`src/rtl/fsm_input_conditioner.sv`:
```
`default_nettype none
// ============================================================================
// Module      : fsm_input_conditioner
// Description : Front-end conditioner for FSM inputs. Each channel passes
//               through a 2-flop synchroniser and then a stability counter.
//               The outputs are a clean registered level per channel, plus
//               one-cycle rise and fall pulses and a combined change flag.
// Revision    : 1.0 - initial release
// ============================================================================
module fsm_input_conditioner #(
    parameter int N_IN            = 3,
    parameter int DEBOUNCE_CYCLES = 4,
    parameter int CNT_W           = $clog2(DEBOUNCE_CYCLES + 1)
) (
    input  logic            clock,
    input  logic            reset_L,
    input  logic [N_IN-1:0] raw_in,
    input  logic            en,
    output logic [N_IN-1:0] level_out,
    output logic [N_IN-1:0] rise_out,
    output logic [N_IN-1:0] fall_out,
    output logic            any_change
);

    // A zero-cycle debounce has no meaning, so refuse to elaborate it.
    generate
        if (DEBOUNCE_CYCLES < 1) begin : g_bad_debounce
            $error("fsm_input_conditioner: DEBOUNCE_CYCLES must be >= 1");
        end
    endgenerate

    // Terminal count: the level flips on the edge where the counter already
    // holds this value and the synchronised input still disagrees.
    localparam logic [CNT_W-1:0] CNT_MAX = CNT_W'(DEBOUNCE_CYCLES - 1);

    logic [N_IN-1:0]  sync_s1;
    logic [N_IN-1:0]  sync_s2;
    logic [CNT_W-1:0] cnt      [N_IN];
    logic [CNT_W-1:0] cnt_d    [N_IN];
    logic [N_IN-1:0]  level_d;
    logic [N_IN-1:0]  rise_d;
    logic [N_IN-1:0]  fall_d;
    logic             any_d;

    // Two-flop synchroniser; it runs independently of the enable.
    always_ff @(posedge clock or negedge reset_L) begin
        if (!reset_L) begin
            sync_s1 <= '0;
            sync_s2 <= '0;
        end else begin
            sync_s1 <= raw_in;
            sync_s2 <= sync_s1;
        end
    end

    // Next-state logic for the per-channel stability counters and levels.
    always_comb begin
        level_d = level_out;
        rise_d  = '0;
        fall_d  = '0;
        for (int i = 0; i < N_IN; i++) begin
            cnt_d[i] = '0;
            if (en) begin
                if (sync_s2[i] == level_out[i]) begin
                    cnt_d[i] = '0;
                end else if (cnt[i] == CNT_MAX) begin
                    level_d[i] = sync_s2[i];
                    rise_d[i]  = sync_s2[i];
                    fall_d[i]  = ~sync_s2[i];
                    cnt_d[i]   = '0;
                end else begin
                    cnt_d[i] = cnt[i] + 1'b1;
                end
            end
        end
        any_d = |(rise_d | fall_d);
    end

    // Register counters, levels and the single-cycle change pulses.
    always_ff @(posedge clock or negedge reset_L) begin
        if (!reset_L) begin
            for (int i = 0; i < N_IN; i++) begin
                cnt[i] <= '0;
            end
            level_out  <= '0;
            rise_out   <= '0;
            fall_out   <= '0;
            any_change <= 1'b0;
        end else begin
            for (int i = 0; i < N_IN; i++) begin
                cnt[i] <= cnt_d[i];
            end
            level_out  <= level_d;
            rise_out   <= rise_d;
            fall_out   <= fall_d;
            any_change <= any_d;
        end
    end

endmodule
`default_nettype wire

```
`config.mk`:
```
export PLATFORM = sky130hd
export DESIGN_NAME = fsm_input_conditioner
export DESIGN_NICKNAME = d
export VERILOG_FILES = /design/src/rtl/fsm_input_conditioner.sv
export SDC_FILE = /design/constraint.sdc
export NUM_CORES = 1
export LEC_CHECK = 0
export ABC_AREA = 1
export BUFFER_PORTS_ARGS = -buffer_cell sky130_fd_sc_hd__buf_4
export CORE_MARGIN = 4
export CORE_UTILIZATION = 56
export DETAILED_ROUTE_END_ITERATION = 10
export HOLD_SLACK_MARGIN = 0.15
export PLACE_DENSITY_LB_ADDON = 0.08
export SLEW_MARGIN = 10
export SYNTH_ARGS = -nofsm -noshare
export SYNTH_HDL_FRONTEND = slang
export SYNTH_SLANG_ARGS = --single-unit
```
`constraint.sdc`:
```
create_clock -name clock -period 1.49 [get_ports clock]
set_input_delay 0.0745 -clock clock [delete_from_list [all_inputs] [get_ports clock]]
set_output_delay 0.0745 -clock clock [all_outputs]
set_load 0.02 [all_outputs]
```
# ---- Word level (Yosys, flattened, before mapping)
# Index checks and enable logic that the tools add are counted.
# W data, S select, Z words.
dict set report totals {
  ff_bits 25
  latch_bits 0
  ramBits 0
  rom_bits 0
  in_bits 6
  out_inout_bits 10
  wordCells 58
  n_memories 0
}
dict set report classes {
  addsub 3
  multipliers 0
  div_mod_pow 0
  order_cmp 0
  n_eq_ne 6
  shifts 0
  mux 27
  bitwise_logic 7
  n_reduce_logical 4
}
# operator count
set ops {}
lappend ops {{$mux W3} 9}
lappend ops {{$mux W1} 18}
lappend ops {{$add A3 B1 Y3 const B} 3}
lappend ops {{$eq A3 B2 Y1 const B} 3}
lappend ops {{$reduce_and A3 Y1} 3}
lappend ops {{$not A1 Y1} 6}
lappend ops {{$eq A1 B1 Y1} 3}
lappend ops {{$or A3 B3 Y3} 1}
lappend ops {{$reduce_or A3 Y1} 1}

# ---- Depth between registers and ports, before layout
# Gate-level depths: netlist (run 1).
dict set report depth {
  depth_word 6
  depth_mapped 6
  mapped_depth_nobuf 6
}

# ---- Least setup slack after synthesis (run 1)
# No wires, ideal clock.
dict set report synth_path {
  path_type {register to register}
  from {register cnt[6] (netlist bit)}
  to {register level_out[0]}
  setup_ns 0.118
  arrival_ns 0.868
  t_required_ns 1.372
  setup_slack_ns 0.504
  path_stages_with_launch 7
  path_buffers 0
  synth_period_minus_slack_ns 0.986
  path_cell_list {dfrtp_1 ha_1 inv_1 nor2_1 nand3_2 nand2_1 nand2_1}
}
dict set report synth_via {
  elab_chain_cells 2
}
# item line_no
set synth_rtl {}
lappend synth_rtl {{start, declared} 38} ;# logic [CNT_W-1:0] cnt [N_IN];
lappend synth_rtl {{start signal, assigned by index} 91} ;# cnt[i] <= cnt_d[i];
lappend synth_rtl {{$eq A3 B2 Y1} 66} ;# end else if (cnt[i] == CNT_MAX) begin
lappend synth_rtl {{$reduce_and A3 Y1 (no source line)} -}
lappend synth_rtl {{end signal, assigned} 93} ;# level_out <= level_d;
lappend synth_rtl {{end, declared} 19} ;# output logic [N_IN-1:0] level_out,
# No other way between the ends.
# A chain may end at the register's enable or synchronous reset.

# ---- Worst setup path in the final report (run 1)
# Ends and elaborated chain as after synthesis.

==> results of run 1 <==
layer usage:
layer  vias up  routed length, um  part of all wire, %
li1        311                  -                    -
met1       291                635                   41
met2        15                789                   51
met3         5                 68                  4.4
met4         0                 45                  2.9
met5         -                  0                    0
synthesized netlist by cell type, drive strengths merged:
cell	n
a21oi	3
dfrtp	25
ha	3
inv	16
nand2	9
nand3	7
nand3b	3
nand4	3
nor2	15
state kept, by name (all words and copies together) (netlist names):
register	flops
any_change	1
cnt	9
fall_out	3
level_out	3
rise_out	3
sync_s1	3
sync_s2	3
through the flow:
| step | worst slack (ps) | cell area (um^2) | utilization (%) |
|---|---|---|---|
| finish | 378 | 1140 | 73.9 |
| global route | 250 | 1140 | 73.9 |
| CTS | 358 | 1140 | 73.9 |
| detailed placement | 380 | 1060 | 69.0 |
| global placement | 434 | 1060 | 69.0 |
| floorplan | 504 | 931 | - |
cell type report:
type                       count  area [um^2]  area share, %
multi-input combinational     43          245           21.5
tap                           16         20.0           1.76
sequential                    25          626           54.9
timing repair buffer          20          163           14.3
inverter                      16         60.1           5.27
clock buffer                   4         26.3           2.31
cell families after synthesis:
kind of cell | Yosys count | synth area share (%)
adder cells (fa/ha/maj) | 3 | 4.03
buffers and inverters | 16 | 6.45
flip-flops | 25 | 67.2
AO/OA/AOI/OAI | 3 | 2.82
AND/OR/NAND/NOR | 37 | 19.5
where the power goes:
part           total [uW]  internal, uW  switching [uW]
registers             756           722            34.7
logic                 181          72.2             109
clock network         287           105             183
total                1230           899             326
critical path, stage by stage, from the launching register on:
cell and delay, ps:
sky130_fd_sc_hd__dfrtp_1 370, sky130_fd_sc_hd__ha_1 170, sky130_fd_sc_hd__inv_1 40, sky130_fd_sc_hd__nor2_1 190, sky130_fd_sc_hd__nand3_2 130, sky130_fd_sc_hd__nand2_1 80
sky130_fd_sc_hd__nand2_1 40
path summary, 6_finish.rpt:
check                      slack, ps            to  cells after the start       start
min                              180    any_change                      2     reset_L
max in group asynchronous       1090    sync_s2[2]                      2     reset_L
min reg2reg                      360    sync_s2[2]                      0  sync_s1[2]
max                              380  level_out[0]                      6      cnt[6]
min in group clock               360    sync_s2[2]                      0  sync_s1[2]
max reg2reg                      380  level_out[0]                      6      cnt[6]
==> results.json, run 1 <==
{
  "number_of_design_rule_violations_left_after_detail_routing": 0,
  "cts-htree-levels": 1,
  "final.fill_count": 116,
  "post_cts.resized_instances": 0,
  "setup_viol": 0,
  "detail_route.wirelength_mm": 1.54,
  "post_synth_main_area_contributors": "sky130_fd_sc_hd__dfrtp_1, sky130_fd_sc_hd__inv_1, sky130_fd_sc_hd__nor2_1, sky130_fd_sc_hd__ha_1, sky130_fd_sc_hd__nand2_1",
  "numPlacedInstances": 115,
  "clock_insertion_delay_worst_skew_ps": 310,
  "die_x_um": 48.8,
  "holdBufCountCts": 5,
  "design.die.area_um2": 2380,
  "post-cts-setup-buffer-count": 0,
  "timing.slew.headroom_pct": 80.2,
  "grt_first_pass_wirelength_mm": 2.84,
  "whs_ps": 175,
  "detail_route.iter0.violations": 3,
  "met3_capacity_usage_during_global_routing_pct": 3.36,
  "initial_antenna_violation_count": 0,
  "detail-route-antenna-nets": 0,
  "unrepaired_setup_endpoints_after_global_routing": "false",
  "report.final.slew_viol_count": 0,
  "layout_min_cycle_time_ps": 1110,
  "timing_worst_slew_pin_value_ps": 296,
  "synth.top_cell.area_share_pct": 67.2,
  "status": "finished, final reports clean",
  "antenna-diode-count": 0,
  "grt.overflow.total": 0,
  "clockBufferDepth": 2,
  "critical_path_arrival_ps": 1330,
  "p_leak_uw": 0.000640,
  "place_congestion": 0.746,
  "layoutNonFillerInstCount": 124,
  "floorplan.io_pins": 16,
  "layout-drive-gt1-share_pct": 23.1,
  "die_y_um": 48.8,
  "routed_wire_length_per_instance_um": 12.4,
  "nets": 118,
  "final_worst_path_cycle_share_pct": 74.6,
  "avgSynthCellArea_um2": 11.1,
  "cts-buffers-inserted": 3,
  "worstPathMaxFanout": 3,
  "worst-endpoint-required_ps": 1710,
  "tritoncts_clock_tree": "yes",
  "floorplan.initialDensity_pct": 60.4,
  "syn2layout_area_growth_pct": 22.4,
  "layout.cells.most_common": "sky130_fd_sc_hd__dfrtp_1",
  "track_usage_pct": 15.5,
  "pwr_density_cell_nw_per_um2": 1070,
  "postSynthRegisterBits": 25,
  "clock-root-buffer": "sky130_fd_sc_hd__clkbuf_4",
  "netlist_area_um2": 931,
  "place.port_buffers": 15,
  "place.detailed.hpwl_mm": 1.13,
  "layout_common_cells": "sky130_fd_sc_hd__dfrtp_1, sky130_fd_sc_hd__inv_1, sky130_fd_sc_hd__nor2_1, sky130_fd_sc_hd__buf_4, sky130_fd_sc_hd__nand2_1",
  "drt_pass1_iterations": 2,
  "viasPerCell": 5.02,
  "synth_cells": 84,
  "report.final.hold_viol_count": 0,
  "path_clk_slew_ps": 120,
  "met2_usage_pct": 25.9,
  "path_class": "register to register",
  "numClockSinks": 25,
  "max_freq_ghz": 0.899,
  "ys_seq_area_share_pct": 67.2,
  "grt_start_max_net_pins": 26,
  "power.total_uw": 1230,
  "start_kind": "register",
  "num_vias": 622,
  "vdd.ir_drop.worst_mv": 0.784,
  "core-area_um2": 1540,
  "skew_final_ps": 4.49,
  "row_count": 14,
  "hold_path_class": "input pin to async pin",
  "synth.lib_cells_used.distinct": 11,
  "cap_viol_max_count": 0,
  "cp-end-kind": "register",
  "grt_pass1_vias": 690,
  "synth-warning-count": 0,
  "global_route.usage.met1_pct": 17.4,
  "top_usage_layer": "met2",
  "mappedNetlistNets": 93,
  "netlist.top_cell.by_area": "sky130_fd_sc_hd__dfrtp_1",
  "setup_tns_final_ps": 0
}
No activity file was read; power rests on OpenSTA's default activity.
==> run 2: changes to the inputs <==
CORE_UTILIZATION = 47   (was 56)
clock period = 1.02 ns   (was 1.49 ns; I/O delays follow)
==> run 2 against run 1 <==
Flip-flop and latch count stayed put. Largest power group unchanged. Combinational power is 73% higher. Clock-buffer cell count is 1 lower. Clock skew is 2.7 ps lower. The run now ends with setup timing left. Maximum frequency is 4.6% higher. Setup slack worse by 420 ps.
==> results.json, run 2 (synthesis results as in run 1) <==
{
  "status": "complete, but fails checks",
  "violations": "setup timing",
  "p_int_uw": 1350,
  "hold_path_class": "input pin to async pin",
  "pwr-share-comb_pct": 17.0,
  "cpPeakStageDelay_ps": 370,
  "core-area_um2": 1800,
  "clkPwrFrac_pct": 22.7,
  "row_count": 15,
  "largest_register_ff_count": 9,
  "die_y_um": 52.5,
  "rrSetupSlack_ps": -40,
  "final_worst_path_cycle_share_pct": 104,
  "floorplan.initialDensity_pct": 51.7,
  "timing.slew.headroom_pct": 79.8,
  "place_congestion": 0.819,
  "place.port_buffers": 15,
  "worst-endpoint-required_ps": 1230,
  "nets": 122,
  "design.die.area_um2": 2760,
  "report.final.slew_viol_count": 0,
  "final_core_util_pct": 67.9,
  "start_kind": "register",
  "place_ws_ps": -79.3,
  "layout_common_cells": "sky130_fd_sc_hd__dfrtp_1, sky130_fd_sc_hd__buf_4, sky130_fd_sc_hd__inv_1, sky130_fd_sc_hd__nor2_1, sky130_fd_sc_hd__nand2_1",
  "highest_delay_cell_along_the_critical_path": "sky130_fd_sc_hd__dfrtp_1",
  "syn2layout_area_growth_pct": 31.5,
  "max_freq_ghz": 0.940,
  "power.total_uw": 1840,
  "floorplan.io_pins": 16,
  "grt_first_pass_wirelength_mm": 2.74,
  "p_leak_uw": 0.000654,
  "detail_route.wirelength_mm": 1.56,
  "pwr_density_cell_nw_per_um2": 1510,
  "timing.critical_path.cells": "ha_2 -> inv_2 -> nor2_4 -> nand3_2 -> nand2_1 -> nand2_1",
  "routed_wire_length_per_instance_um": 11.4,
  "skew_final_ps": 1.77,
  "final.fill_count": 140,
  "placedInstanceArea_um2": 1070,
  "netSwitchingPower_uw": 496,
  "grt_pass1_vias": 679,
  "layoutNonFillerInstCount": 137,
  "numPlacedInstances": 124,
  "die_x_um": 52.5,
  "number_of_design_rule_violations_left_after_detail_routing": 0,
  "timing_worst_slew_pin_value_ps": 303,
  "cts-buffers-inserted": 3,
  "vdd.ir_drop.worst_mv": 1.06,
  "grt_start_max_net_pins": 26,
  "detail_route.iter0.violations": 2,
  "unrepaired_setup_endpoints_after_global_routing": "true",
  "num_vias": 648,
  "path_clk_slew_ps": 130,
  "clock_insertion_delay_worst_skew_ps": 300,
  "final_cell_area_um2": 1220,
  "path_class": "register to register",
  "viasPerCell": 4.73,
  "cts-htree-levels": 1,
  "cp-end-kind": "register",
  "place.detailed.hpwl_mm": 1.06,
  "setup_slack_ps": -43.3,
  "cap_viol_max_count": 0,
  "detail-route-antenna-nets": 0,
  "drt_pass1_iterations": 3,
  "clockBufferDepth": 2,
  "initial_antenna_violation_count": 0,
  "setup_viol": 6,
  "report.final.hold_viol_count": 0,
  "critical_path_arrival_ps": 1270,
  "layout-drive-gt1-share_pct": 36.6,
  "grt.overflow.total": 0,
  "layout_min_cycle_time_ps": 1060,
  "p_sw_share_pct": 26.9,
  "worstPathMaxFanout": 3,
  "p_seq_share_pct": 60.4,
  "track_usage_pct": 14.3,
  "top_register": "cnt",
  "antenna-diode-count": 0,
  "layout.cells.most_common": "sky130_fd_sc_hd__dfrtp_1",
  "numClockSinks": 25,
  "tritoncts_clock_tree": "yes",
  "top_cell_by_count_worst_path": "sky130_fd_sc_hd__nand2_1",
  "clock-root-buffer": "sky130_fd_sc_hd__clkbuf_4"
}
-- run 2: cell types whose count changed in the layout (fill, tap and decap cells not counted), moves of 2 or more --
| cell | previous run | this run |
|---|---|---|
| sky130_fd_sc_hd__nor2_4 | 0 | 3 |
| sky130_fd_sc_hd__inv_1 | 15 | 12 |
| sky130_fd_sc_hd__ha_2 | 0 | 3 |
| sky130_fd_sc_hd__nor2_1 | 15 | 12 |
| sky130_fd_sc_hd__inv_2 | 1 | 4 |
| sky130_fd_sc_hd__ha_1 | 3 | 0 |
| sky130_fd_sc_hd__buf_4 | 15 | 17 |
| sky130_fd_sc_hd__buf_6 | 0 | 2 |
-- run 2: through the flow --
step                hold WS (ps)  setup TNS [ps]
floorplan                   -245               0
global placement           -34.0            -162
detailed placement         -33.5            -453
CTS                          162            -160
global route                 175           -1170
finish                       167            -118
-- run 2: final timing paths --
| kind | from | end | cells after the start |
|---|---|---|---|
| worst max-delay path | cnt[0] | level_out[2] | 6 |
| worst min-delay path | reset_L | cnt[3] | 2 |
| worst max register to register | cnt[0] | level_out[2] | 6 |
| worst min register to register | sync_s1[2] | sync_s2[2] | 0 |
| max in group asynchronous | reset_L | level_out[0] | 2 |
| min in group clock | sync_s1[2] | sync_s2[2] | 0 |
-- run 2: what timing repair did --
item	in CTS	in global routing
hold buffers	5	0
endpoints found under the hold margin	36	0
pin swaps	7	7
endpoints found under the setup margin	15	18
resized for setup	9	7
buffers inserted	3	1
-- run 2: worst max-delay path: cells and delay by family (launching register included) --
kind | cells | cell delay, ps
fa+ha+maj | 1 | 180
buf+inv | 1 | 50
flops | 1 | 370
simple gates | 4 | 380
-- run 2: layout make-up --
| cell class | count | area (um^2) | area share [%] |
|---|---|---|---|
| clock buffers | 3 | 22.5 | 1.84 |
| clock inverters | 1 | 5.00 | 0.409 |
| inverters | 16 | 60.1 | 4.91 |
| multi-input cells | 43 | 278 | 22.7 |
| flip-flops and latches | 25 | 627 | 51.2 |
| well taps | 25 | 31.3 | 2.56 |
| repair buffers | 24 | 200 | 16.4 |
-- run 2: metal layers --
metal | track usage (%) | wire, um
met1 | 16.6 | 657
met2 | 23.6 | 799
met3 | 3.42 | 58
met4 | 8.94 | 47
met5 | 0 | 0
-- run 2: power by group through the flow --
stage	registers (uW)	logic [uW]	clock network [uW]
floorplan	1150	115	0
global placement	1120	240	0
detailed placement	1130	248	0
CTS	1110	292	436
global route	1120	355	479
finish	1110	313	418
==> run 3: changes to the inputs <==
RECOVER_POWER = 25   (was not set)
SKIP_CTS_REPAIR_TIMING = 1   (was not set)
==> run 3 against run 2 <==
The run still ends with setup timing left. Routed wire length decreased by 1.9%. Total power down 0.68%. First-iteration DRC count grew 100%. Via count down 2.5%. Core utilization fell by 1.2 points. Sequential power about the same. Flip-flop and latch count unchanged. Die area unchanged. Cell count decreased by 0.73%. Critical endpoint is now cnt[6]. Largest power group unchanged.
==> results.json, run 3 (synthesis results as in run 1) <==
{
  "timing.slew.headroom_pct": 61.9,
  "syn2layout_area_growth_pct": 29.0,
  "num_vias": 632,
  "die_x_um": 52.5,
  "cts-htree-levels": 1,
  "drt_pass1_iterations": 4,
  "layout_common_cells": "sky130_fd_sc_hd__dfrtp_1, sky130_fd_sc_hd__buf_4, sky130_fd_sc_hd__inv_1, sky130_fd_sc_hd__nor2_1, sky130_fd_sc_hd__nand2_1",
  "setup_viol": 5,
  "detail-route-antenna-nets": 0,
  "viasPerCell": 4.65,
  "top_register": "cnt",
  "rrSetupSlack_ps": -40,
  "row_count": 15,
  "detail_route.wirelength_mm": 1.53,
  "core-area_um2": 1800,
  "critPathTopFamily": "flip-flops",
  "numClockSinks": 25,
  "numPlacedInstances": 124,
  "hold_path_class": "input pin to async pin",
  "floorplan.io_pins": 16,
  "initial_antenna_violation_count": 0,
  "place_congestion": 0.819,
  "critPathBufInv": 1,
  "max_freq_ghz": 0.941,
  "power.total_uw": 1830,
  "grt_pass1_vias": 611,
  "rr_startpoint": "cnt[7]",
  "clock-root-buffer": "sky130_fd_sc_hd__clkbuf_4",
  "clkPwrFrac_pct": 22.9,
  "report.final.slew_viol_count": 0,
  "start_kind": "register",
  "violations": "setup timing",
  "antenna-diode-count": 0,
  "place.port_buffers": 15,
  "largest_register_ff_count": 9,
  "rr_endpoint": "cnt[6]",
  "path_clk_slew_ps": 130,
  "cts-buffers-inserted": 3,
  "grt_start_max_net_pins": 26,
  "clock_insertion_delay_worst_skew_ps": 310,
  "cp-end-kind": "register",
  "routed_wire_length_per_instance_um": 11.3,
  "setup_slack_ps": -42.9,
  "layoutNonFillerInstCount": 136,
  "place.detailed.hpwl_mm": 1.06,
  "critical_path_arrival_ps": 1310,
  "floorplan.initialDensity_pct": 51.7,
  "worst-endpoint-required_ps": 1260,
  "skew_final_ps": 3.84,
  "tritoncts_clock_tree": "yes",
  "nets": 121,
  "design.die.area_um2": 2760,
  "layout.cells.most_common": "sky130_fd_sc_hd__dfrtp_1",
  "unrepaired_setup_endpoints_after_global_routing": "true",
  "p_seq_share_pct": 60.7,
  "cpPeakStageDelay_ps": 410,
  "track_usage_pct": 12.8,
  "layout-drive-gt1-share_pct": 35.1,
  "worstPathMaxFanout": 3,
  "path_class": "register to register",
  "final_worst_path_cycle_share_pct": 104,
  "layout_min_cycle_time_ps": 1060,
  "clockBufferDepth": 2,
  "pwr-share-comb_pct": 16.3,
  "status": "complete, but fails checks",
  "detail_route.iter0.violations": 4,
  "vdd.ir_drop.worst_mv": 1.11,
  "p_int_uw": 1340,
  "timing.critical_path.cells": "ha_2 -> inv_2 -> nor2_2 -> nand3b_1 -> nor2_1",
  "number_of_design_rule_violations_left_after_detail_routing": 0,
  "r2r.worst_path.cells": 5,
  "highest_delay_cell_along_the_critical_path": "sky130_fd_sc_hd__dfrtp_1",
  "p_leak_uw": 0.000648,
  "netSwitchingPower_uw": 493,
  "report.final.hold_viol_count": 0,
  "final_core_util_pct": 66.7,
  "pwr_density_cell_nw_per_um2": 1520,
  "cap_viol_max_count": 0,
  "grt.overflow.total": 0,
  "die_y_um": 52.5,
  "grt_first_pass_wirelength_mm": 2.48,
  "timing_worst_slew_pin_value_ps": 571,
  "p_sw_share_pct": 26.9
}
-- run 3: per-layer routing --
| layer | part of all wire, % | vias to the layer above | global-route usage, % |
|---|---|---|---|
| met5 | 0 | - | 0 |
| li1 | - | 314 | - |
| met2 | 50 | 13 | 19.4 |
| met3 | 4.5 | 4 | 3.70 |
| met1 | 43 | 301 | 15.6 |
| met4 | 2.0 | 0 | 8.51 |
-- run 3: area by class of cell --
| type | count | area [um^2] |
|---|---|---|
| fill | 139 | 601 |
| timing repair buffer | 23 | 190 |
| multi-input combinational | 43 | 265 |
| clock inverter | 1 | 5.00 |
| sequential | 25 | 627 |
| inverter | 16 | 60.1 |
| tap | 25 | 31.3 |
| clock buffer | 3 | 22.5 |
-- run 3: worst max path at each step --
stage           start            to  slack [ps]  cells past startpoint
2_1_floorplan  cnt[6]  level_out[0]          30                      6
3_3_place_gp   cnt[3]  level_out[1]         -50                      6
3_5_place_dp   cnt[3]  level_out[1]         -80                      6
4_1_cts        cnt[3]  level_out[1]        -100                      6
5_1_grt        cnt[3]  level_out[1]        -120                      6
6_report       cnt[7]        cnt[6]         -40                      5
-- run 3: stage by stage --
stage	hold slack, ps	cell area [um^2]	setup slack, ps	TNS [ps]
6_report	250	1200	-42.9	-128
5_1_grt	277	1200	-120	-1040
4_1_cts	-386	1100	-104	-761
3_5_place_dp	-33.5	1070	-79.3	-453
3_3_place_gp	-34.0	1070	-52.0	-162
2_1_floorplan	-245	931	33.6	0
-- run 3: power by group through the flow --
stage                     logic, uW  clock network, uW  registers [uW]
final                           299                420            1110
after global routing            342                483            1120
after CTS                       249                436            1110
after detailed placement        248                  0            1130
after global placement          240                  0            1120
after floorplan                 115                  0            1150
